## src/rtl/cache_fill_arbiter.sv

```systemverilog
// cache_fill_arbiter
//
// Miss-service and write-through controller sitting between NCH single-port
// caches and a pipelined main memory. Stores are sent straight to memory.
// A miss is served by reading a whole block, one word per cycle with no gaps,
// and steering each returning word into the granted cache's data array. The
// tag array is written together with the last word.
//
// Ports
//   clk, rst          clock; asynchronous active-low reset
//   miss, miss_addr   per-channel miss request and byte address (NCH*AWIDTH packed)
//   wr_req/addr/data  store request; wr_ack pulses when the store goes to memory
//   mem_*             memory strobe/write/address/wdata out, rdata/data_valid in
//   fill_data_wen     one-hot data-array write enable of the granted channel
//   fill_tag_wen      one-hot tag-array write enable, on the last word of a block
//   fill_addr/data    address and data of the word being written into the cache
//   stall             per-channel stall (missing, or currently being filled)
//   busy              controller is not idle
module cache_fill_arbiter #(
    parameter int NCH     = 2,
    parameter int AWIDTH  = 16,
    parameter int DWIDTH  = 16,
    parameter int WORDS   = 8,
    parameter int RR_MODE = 0
) (
    input  logic                    clk,
    input  logic                    rst,
    input  logic [NCH-1:0]          miss,
    input  logic [NCH*AWIDTH-1:0]   miss_addr,
    input  logic                    wr_req,
    input  logic [AWIDTH-1:0]       wr_addr,
    input  logic [DWIDTH-1:0]       wr_data,
    output logic                    wr_ack,
    output logic                    mem_enable,
    output logic                    mem_wr,
    output logic [AWIDTH-1:0]       mem_addr,
    output logic [DWIDTH-1:0]       mem_wdata,
    input  logic [DWIDTH-1:0]       mem_rdata,
    input  logic                    mem_data_valid,
    output logic [NCH-1:0]          fill_data_wen,
    output logic [NCH-1:0]          fill_tag_wen,
    output logic [AWIDTH-1:0]       fill_addr,
    output logic [DWIDTH-1:0]       fill_data,
    output logic [NCH-1:0]          stall,
    output logic                    busy
);
    localparam int GW       = (NCH > 1) ? $clog2(NCH) : 1;
    localparam int CW       = $clog2(WORDS) + 1;
    localparam int STEP     = DWIDTH / 8;
    localparam int OFF_BITS = $clog2(WORDS * STEP);

    localparam logic [AWIDTH-1:0] BLOCK_MASK = {AWIDTH{1'b1}} << OFF_BITS;
    localparam logic [AWIDTH-1:0] STEP_A     = AWIDTH'(STEP);
    localparam logic [CW-1:0]     WORDS_C    = CW'(WORDS);
    localparam logic [CW-1:0]     LAST_C     = CW'(WORDS - 1);

    typedef enum logic [1:0] {
        ST_IDLE,
        ST_WRITE,
        ST_FILL
    } state_t;

    state_t              state_reg;
    logic [GW-1:0]       grant_reg;
    logic [GW-1:0]       rr_ptr_reg;
    logic [AWIDTH-1:0]   base_reg;
    logic [AWIDTH-1:0]   wr_addr_reg;
    logic [DWIDTH-1:0]   wr_data_reg;
    logic [CW-1:0]       issue_cnt_reg;
    logic [CW-1:0]       rcv_cnt_reg;

    logic [GW-1:0]       pick;
    logic [AWIDTH-1:0]   pick_addr;
    logic [2*NCH-1:0]    miss_dbl;
    logic [NCH-1:0]      miss_rot;
    logic                issuing;
    logic                filling;

    // Round-robin search: rotate the request vector so rr_ptr lands at bit 0,
    // then take the lowest set bit and map it back to a channel index.
    assign miss_dbl = {miss, miss};
    assign miss_rot = (RR_MODE != 0) ? miss_dbl[int'(rr_ptr_reg) +: NCH] : miss;

    // Scanning from the top down leaves the lowest set bit as the winner.
    always_comb begin
        pick = '0;
        for (int i = NCH - 1; i >= 0; i--) begin
            if (miss_rot[i]) begin
                pick = (RR_MODE != 0) ? GW'((int'(rr_ptr_reg) + i) % NCH) : GW'(i);
            end
        end
    end

    assign pick_addr = miss_addr[int'(pick)*AWIDTH +: AWIDTH];

    always_ff @(posedge clk or negedge rst) begin
        if (!rst) begin
            state_reg     <= ST_IDLE;
            grant_reg     <= '0;
            rr_ptr_reg    <= '0;
            base_reg      <= '0;
            wr_addr_reg   <= '0;
            wr_data_reg   <= '0;
            issue_cnt_reg <= '0;
            rcv_cnt_reg   <= '0;
        end else begin
            case (state_reg)
                ST_IDLE: begin
                    // Stores win so that a later fill reads the updated word.
                    if (wr_req) begin
                        wr_addr_reg <= wr_addr;
                        wr_data_reg <= wr_data;
                        state_reg   <= ST_WRITE;
                    end else if (|miss) begin
                        grant_reg     <= pick;
                        rr_ptr_reg    <= GW'((int'(pick) + 1) % NCH);
                        base_reg      <= pick_addr & BLOCK_MASK;
                        issue_cnt_reg <= '0;
                        rcv_cnt_reg   <= '0;
                        state_reg     <= ST_FILL;
                    end
                end
                ST_WRITE: begin
                    state_reg <= ST_IDLE;
                end
                ST_FILL: begin
                    // Issue and receive run independently; the block is done
                    // when the last word comes back.
                    if (issue_cnt_reg < WORDS_C) begin
                        issue_cnt_reg <= issue_cnt_reg + CW'(1);
                    end
                    if (mem_data_valid) begin
                        rcv_cnt_reg <= rcv_cnt_reg + CW'(1);
                        if (rcv_cnt_reg == LAST_C) begin
                            state_reg <= ST_IDLE;
                        end
                    end
                end
                default: begin
                    state_reg <= ST_IDLE;
                end
            endcase
        end
    end

    assign issuing    = (state_reg == ST_FILL) && (issue_cnt_reg < WORDS_C);
    assign filling    = (state_reg == ST_FILL) && mem_data_valid;

    assign busy       = (state_reg != ST_IDLE);
    assign wr_ack     = (state_reg == ST_WRITE);
    assign mem_wr     = wr_ack;
    assign mem_enable = wr_ack | issuing;
    assign mem_addr   = wr_ack  ? wr_addr_reg :
                        issuing ? base_reg + AWIDTH'(issue_cnt_reg) * STEP_A : '0;
    assign mem_wdata  = wr_ack ? wr_data_reg : '0;
    assign fill_addr  = filling ? base_reg + AWIDTH'(rcv_cnt_reg) * STEP_A : '0;
    assign fill_data  = filling ? mem_rdata : '0;

    generate
        for (genvar gi = 0; gi < NCH; gi++) begin : g_chan
            logic granted;
            assign granted           = (grant_reg == GW'(gi));
            assign fill_data_wen[gi] = filling && granted;
            assign fill_tag_wen[gi]  = filling && granted && (rcv_cnt_reg == LAST_C);
            assign stall[gi]         = miss[gi] | ((state_reg == ST_FILL) && granted);
        end
    endgenerate

endmodule

```

## config.mk

```make
export PLATFORM = sky130hd
export DESIGN_NAME = cache_fill_arbiter
export DESIGN_NICKNAME = d
export VERILOG_FILES = /design/src/rtl/cache_fill_arbiter.sv
export SDC_FILE = /design/constraint.sdc
export NUM_CORES = 1
export LEC_CHECK = 0
export ABC_AREA = 1
export CORE_ASPECT_RATIO = 0.5
export CORE_MARGIN = 1
export CORE_UTILIZATION = 25
export DETAILED_ROUTE_END_ITERATION = 16
export HOLD_SLACK_MARGIN = 0.15
export PLACE_DENSITY_LB_ADDON = 0.25
export SLEW_MARGIN = 20
export SYNTH_ARGS = -nofsm -noshare
export SYNTH_HDL_FRONTEND = slang
export SYNTH_SLANG_ARGS = --single-unit
```

## constraint.sdc

```tcl
create_clock -name clk -period 2.3 [get_ports clk]
set_clock_uncertainty 0.1 [all_clocks]
set_input_delay 0.345 -clock clk [delete_from_list [all_inputs] [get_ports clk]]
set_output_delay 0.345 -clock clk [all_outputs]
set_load 0.1 [all_outputs]
```

## Word level (Yosys, flattened, before mapping)

Cells that the tools add are included.
W data, S select, Z words.

- Divide/modulo/power cells: 0
- Multipliers: 0
- Reduce and logical (&&, ||, !) cells: 17
- Bitwise operators: 5
- $lt $le $gt $ge: 1
- Add/subtract/negate cells: 4
- Shift operators: 1
- Equal/unequal tests: 9
- Muxes and demuxes: 18

Operators by type and width:

| cell | number |
|---|---|
| $mux W16 | 5 |
| $add A16 B5 Y16 | 2 |
| $shiftx A32 B6 Y16 | 1 |
| $mux W4 | 4 |
| $pmux W4 S2 | 2 |
| $ne A2 B2 Y1 const B | 5 |
| $add A4 B1 Y4 const B | 2 |
| $logic_and A1 B1 Y1 | 8 |
| $mux W2 | 4 |
| $reduce_and A4 Y1 | 2 |
| $reduce_and A3 Y1 | 2 |
| $eq A4 B3 Y1 const B | 1 |
| $lt A4 B4 Y1 const B | 1 |
| $pmux W2 S2 | 1 |
| $reduce_bool A2 Y1 | 2 |
| $ne A3 B3 Y1 const B | 1 |
| $or A1 B1 Y1 | 3 |
| $eq A2 B1 Y1 const B | 1 |
| $eq A2 B2 Y1 const B | 1 |
| $logic_not A2 Y1 | 1 |
| $mux W1 | 2 |
| $not A1 Y1 | 2 |
| $reduce_and A2 Y1 | 1 |
| $reduce_or A2 Y1 | 1 |

- Bits in read-only memories: 0
- Bits in registers: 55
- Memory bits (writable): 0
- Memories: 0
- Bits in latches: 0
- Logic and storage cells: 62
- Output and inout port bits: 74
- Bits of input ports: 86

## Longest topological paths before layout

- Depth after elaboration: 4
- Mapped depth: 9
- Mapped depth without buffers: 9

## Least setup slack after synthesis

Ideal clock, no wire load.

- Path type: flip-flop to output port
- Start point: reg issue_cnt_reg[3]
- End point: out mem_addr[11]
- Arrival: 3.118 ns
- Required time: 1.855 ns
- Stages on the path, launching flop included: 6
- Buffers on the path: 0
- Setup slack: -1.263 ns
- Cells stage by stage: dfrtp_1 ha_1 inv_1 nor2_1 a21oi_1 o21ai_0

- Word-level cells in the longest chain between the ends: 4
- Elaborated cells between the ends (all ways): 5
- Classes of those cells: add/sub (1); order compare (1); mux (2); reduce/logical (1)

Ends and longest elaborated chain:

| what | line | RTL |
|---|---|---|
| from (decl) | 69 | `logic [CW-1:0] issue_cnt_reg;` |
| from (signal assigned) | 130 | `issue_cnt_reg <= issue_cnt_reg + CW'(1);` |
| parallel branches: the longest is 2 deep, another holds $add A16 B5 Y16 | -- |  |
| $mux W16 (*) | 154 | `issuing ? base_reg + AWIDTH'(issue_cnt_reg) * STEP_A : '0;` |
| $mux W16 (*) | 153 | `assign mem_addr = wr_ack ? wr_addr_reg :` |
| to (decl) | 36 | `output logic [AWIDTH-1:0] mem_addr,` |

Every way passes the cells marked *.

## Final worst setup path

- Start point: reg base_reg[4]
- End point: out fill_addr[8]

- Word-level cells in the longest chain between the ends: 2

Ends and longest elaborated chain:

| what | line | RTL |
|---|---|---|
| from (decl) | 66 | `logic [AWIDTH-1:0] base_reg;` |
| from (signal assigned) | 117 | `base_reg <= pick_addr & BLOCK_MASK;` |
| $add A16 B5 Y16 | 156 | `assign fill_addr = filling ? base_reg + AWIDTH'(rcv_cnt_reg) * STEP_A : '0;` |
| $mux W16 | 156 |  |
| to (decl) | 42 | `output logic [AWIDTH-1:0] fill_addr,` |

Every way passes these cells.

==> metrics <==
CP required roughly 1900 ps; Peak Freq 442 MHz; Yosys reg bits 55; Worst VDD drop between 0.6 and 0.7 mV; clock buffer count from CTS 5; worst-skew pair later-pin latency ~300 ps; dpl ws approximately 56 ps; routed len/inst 12.8 um; RSZ-0062 raised after global routing yes; most used cell along the critical path ha_4; vias in the first global route roughly 3400; sequential area share after synthesis between 40 and 50%; Syn. warnings 0; cell count after synthesis 477; min cycle time layout 2260 ps; first-iteration detailed-routing DRC count 124; grt total ovfl 0; CTS tree done; Final nets 727; WP buf/inv 2; Rows 29; Setup WS post-layout 38.6 ps; largest net degree at the start of global routing 39; worst path cell trace ha_4, ha_4, nand2_4, nor2_4, buf_6, a21oi_2, o21a_1, buf_12; post-synthesis cell type count 26; Crit path max-delay family flip-flops; fin crit share around 98%; PwrDens around 1400 nW/um^2; syn avg cell area 6.87 sq um; count of port buffers added during placement 150; r2r setup slk 800 ps; CP max stage cell dfrtp_2; Finished Core Util slightly below 50%; Die Width ~160 um; Clock Pin Slew Worst Setup and Hold Paths approximately 80 ps; Vias about 3500; core area 12700 sq um; worst-case clock buffer depth 2; CTS root buf clkbuf_16; initial antenna violation count 0; max-slew violation count 0; post-DP HPWL roughly 7800 um; status finished, final reports clean; IO Pins 160; total wire length ~10000 um; area grow syn2layout 92.8%; tightest hold margin 383 ps; htree depth 2; Arrival @ worst endpoint roughly 1800 ps; LEAKAGE roughly 2.8 nW; Initial Utilization 25.7%; Fin. Hold Viols 0; DRT antenna net count 0; CTS Sinks 55; GPL Wtd Cong approximately 0.82; ant diodes 0; Via density about 4.3; CP endpoint kind output pin; Syn Nets about 570; CP Launch Type flop; worst min-delay path class flop to flop; ys flop type dfrtp_1; drt first pass iters 4; Total GRT Usage 15.7%; critical setup path kind flop to output pin; CP peak stage delay ~460 ps; share of layout cells above drive strength 1 around a third; Synth area leader dfrtp_1; die height 83.0 um; Max Cap Viol 0; Post-synth EDFFs 0; die area about 14000 sq um; global-route wire length before repair about 17000 um; DRC 0; ranking of synthesized cells by area dfrtp_1, nand2_1, nor2_1; crit-path max FO 3; synthesized cell area 3280 sq um; post-synth top area share around 42%; Setup TNS 0 ps; asr flop ratio synth 100%; setup violators final 0
metal layers:
layer  GRT usage [%]  up-vias  part of all wire (%)
met1            19.8     1591                    45
met5               0        -                     0
met2            27.1       96                    48
met3            3.85       14                   5.9
li1                -     1788                     -
met4            3.45        0                   1.4
synthesized netlist by cell type (all sizes together) (2+ instances only):
master  number
a22o         2
nand3       18
clkbuf       4
nor2        83
nand2      142
dfrtp       55
a21oi       23
o31ai       12
xor2         5
ha           6
o21ai       37
buf         18
inv         65
where the power goes:
group / internal [W] / switching (W) / total [W]
logic: 0.00205 / 0.00401 / 0.00605
clock network: 0.000515 / 0.000374 / 0.000888
registers: 0.00142 / 0.000391 / 0.00181
total: 0.00399 / 0.00477 / 0.00876
layout by cell type (no fill, tap or decap), types with 2 or more instances in the layout:
cell type	instances
o21ai_4	3
inv_1	59
nand2_4	2
a21oi_2	4
clkbuf_16	5
o21ai_2	6
inv_2	5
a21oi_1	19
o21ai_0	27
ha_1	2
ha_4	4
a22o_1	2
xor2_1	5
nand3_1	15
dfrtp_1	48
o31ai_1	12
nand2_2	12
dfrtp_2	7
nand3_2	3
buf_4	20
nand2_1	128
nor2_4	10
buf_12	74
clkdlybuf4s50_1	76
nor2_1	23
nor2_2	50
path summary, 6_finish.rpt:
kind	startpoint	cells after the start	endpoint
max in group asynchronous	rst	3	wr_data_reg[10]
worst max-delay path	base_reg[4]	8	fill_addr[8]
worst min register to register	wr_addr_reg[15]	2	wr_addr_reg[15]
worst max register to register	state_reg[1]	5	wr_data_reg[15]
worst min-delay path	wr_addr_reg[15]	2	wr_addr_reg[15]
min in group asynchronous	rst	2	rcv_cnt_reg[2]
timing repair:
item,in CTS,in global routing
buffers inserted,4,5
endpoints found under the hold margin,19,0
pin swaps,8,7
setup endpoints to repair,10,37
resized for setup,18,27
hold buffers,1,0
logic make-up after synthesis:
| logic type | share of synthesized area [%] |
|---|---|
| AND/OR/NAND/NOR | 30.4 |
| buffers and inverters | 11.0 |
| AO/OA/AOI/OAI | 12.9 |
| flip-flops | 42.0 |
| adder cells (fa/ha/maj) | 2.29 |
| XOR/XNOR | 1.34 |
| other | 0.114 |
worst reg2reg max path, cell delays in order (launching register included):
cell	delay, ps
dfrtp_2	470
nor2_2	180
nand2_2	90
inv_2	200
buf_12	220
o21ai_0	120
stage by stage:
step                      power [W]  area [sq um]  std cells
after global routing        0.00924          6320        806
after global placement      0.00765          5920        788
final                       0.00876          6320        806
after floorplan             0.00564          3480        477
after CTS                   0.00869          6190        801
after detailed placement    0.00770          5920        788
area by class of cell:
class	count	area, sq um
clock buffers	5	125
clock inverters	3	43.8
fillers	1202	6420
inverters	65	246
multi-input cells	335	1890
flip-flops and latches	55	1390
well taps	170	213
repair buffers	173	2420
No activity file was read; power rests on OpenSTA's default activity.
==> edit, RTL diff (same flow settings) <==
Encoding of `state_t`: now one-hot (3 bits for 3 states).
--- a/src/rtl/cache_fill_arbiter.sv
+++ b/src/rtl/cache_fill_arbiter.sv
@@ -56,6 +56,6 @@
 
-    typedef enum logic [1:0] {
-        ST_IDLE,
-        ST_WRITE,
-        ST_FILL
+    typedef enum logic [2:0] {
+        ST_IDLE  = 3'b001,
+        ST_WRITE = 3'b010,
+        ST_FILL  = 3'b100
     } state_t;
Formal check against the unedited RTL: no difference found for any inputs over 10 cycles, from zero or initial values and one cycle with rst low; not proved beyond that.
==> edit against the unedited design <==
Sequential cell count grew 1. Worst setup slack gained 17 ps. Register-to-register slack lost 150 ps. Sequential power down 3%. Area after synthesis grew 7.6%. Worst hold slack gained 7.5 ps. Final area grew 5.1%. Via count rose by 6.9%. First-iteration DRC count is 1.6% lower. Total power fell by 25%. Routed wire length rose by 4.6%. Critical path type unchanged.
==> edit: results <==
metrics = {
    "critical_path": {
        "crit_path_end": "mem_addr[10]",
        "cp_top_family": "compound AO/OA/AOI/OAI gates",
        "rr_worst_depth": 7,
        "arrival_ps": 1800,
        "crit_fanout": 5,
        "rrSetupSlack_ps": 650,
        "reg2reg_from": "state_reg[0]$_DFFE_PN1P_",
        "r2r-end": "wr_addr_reg[0]$_DFFE_PN0P_",
    },
    "drt": {
        "routed_wl_um": 10800,
        "vias": 3728,
    },
    "outcome": {
        "outcome": "finished, final reports clean",
    },
    "synthesis": {
        "synth_xor_area_share_pct": 0.745,
        "avgSynthCellArea_sq_um": 6.87,
        "synthDistinctLibCells": 29,
        "syn-num-nets": 605,
        "synthTopCellsByArea": "dfrtp_1 (39%), nand2_1 (17%), inv_1 (8.0%)",
    },
    "final_layout": {
        "nNetsFinal": 769,
        "final_area_sq_um": 6640,
    },
    "cts": {
        "cts_post_setup_buffers_inserted": 6,
    },
    "place": {
        "place_inst": 850,
        "placed_cell_area_sq_um": 6210,
    },
    "global_routing": {
        "grt_first_pass_wirelength_um": 17600,
        "grt_usage_pct": 15.2,
    },
    "power": {
        "peakVddDrop_uv": 398,
        "p_leak_nw": 2.94,
    },
    "sta": {
        "hold_ws_ps": 391,
    },
}
## edit: cell types whose count changed in the layout (fill, tap and decap cells not counted), sizes merged, moves of 16 or more
cell   before  now
nor2       83   67
o21ai      37   57
inv        65   83
nand2     142  169
a21oi      23    7
## edit: area by class of cell
| type | instances | share of cell area (%) |
|---|---|---|
| Clock buffer | 6 | 2.09 |
| Inverter | 83 | 4.83 |
| Clock inverter | 2 | 0.207 |
| Multi-Input combinational cell | 354 | 30.8 |
| Timing Repair Buffer | 177 | 37.2 |
| Tap cell | 192 | 3.62 |
| Sequential cell | 56 | 21.2 |
## edit: per-layer routing
metal | up-vias | wire length (um) | GRT usage [%]
li1 | 1901 | - | -
met1 | 1723 | 4810 | 18.6
met4 | 0 | 83 | 3.19
met5 | - | 0 | 0
met3 | 7 | 743 | 4.34
met2 | 97 | 5190 | 26.6
## edit: report_power, final
group | switching, mW | leakage, nW | internal, mW
sequential | 0.321 | 0.698 | 1.43
combinational | 2.62 | 2.17 | 1.35
clock | 0.377 | 0.0772 | 0.437
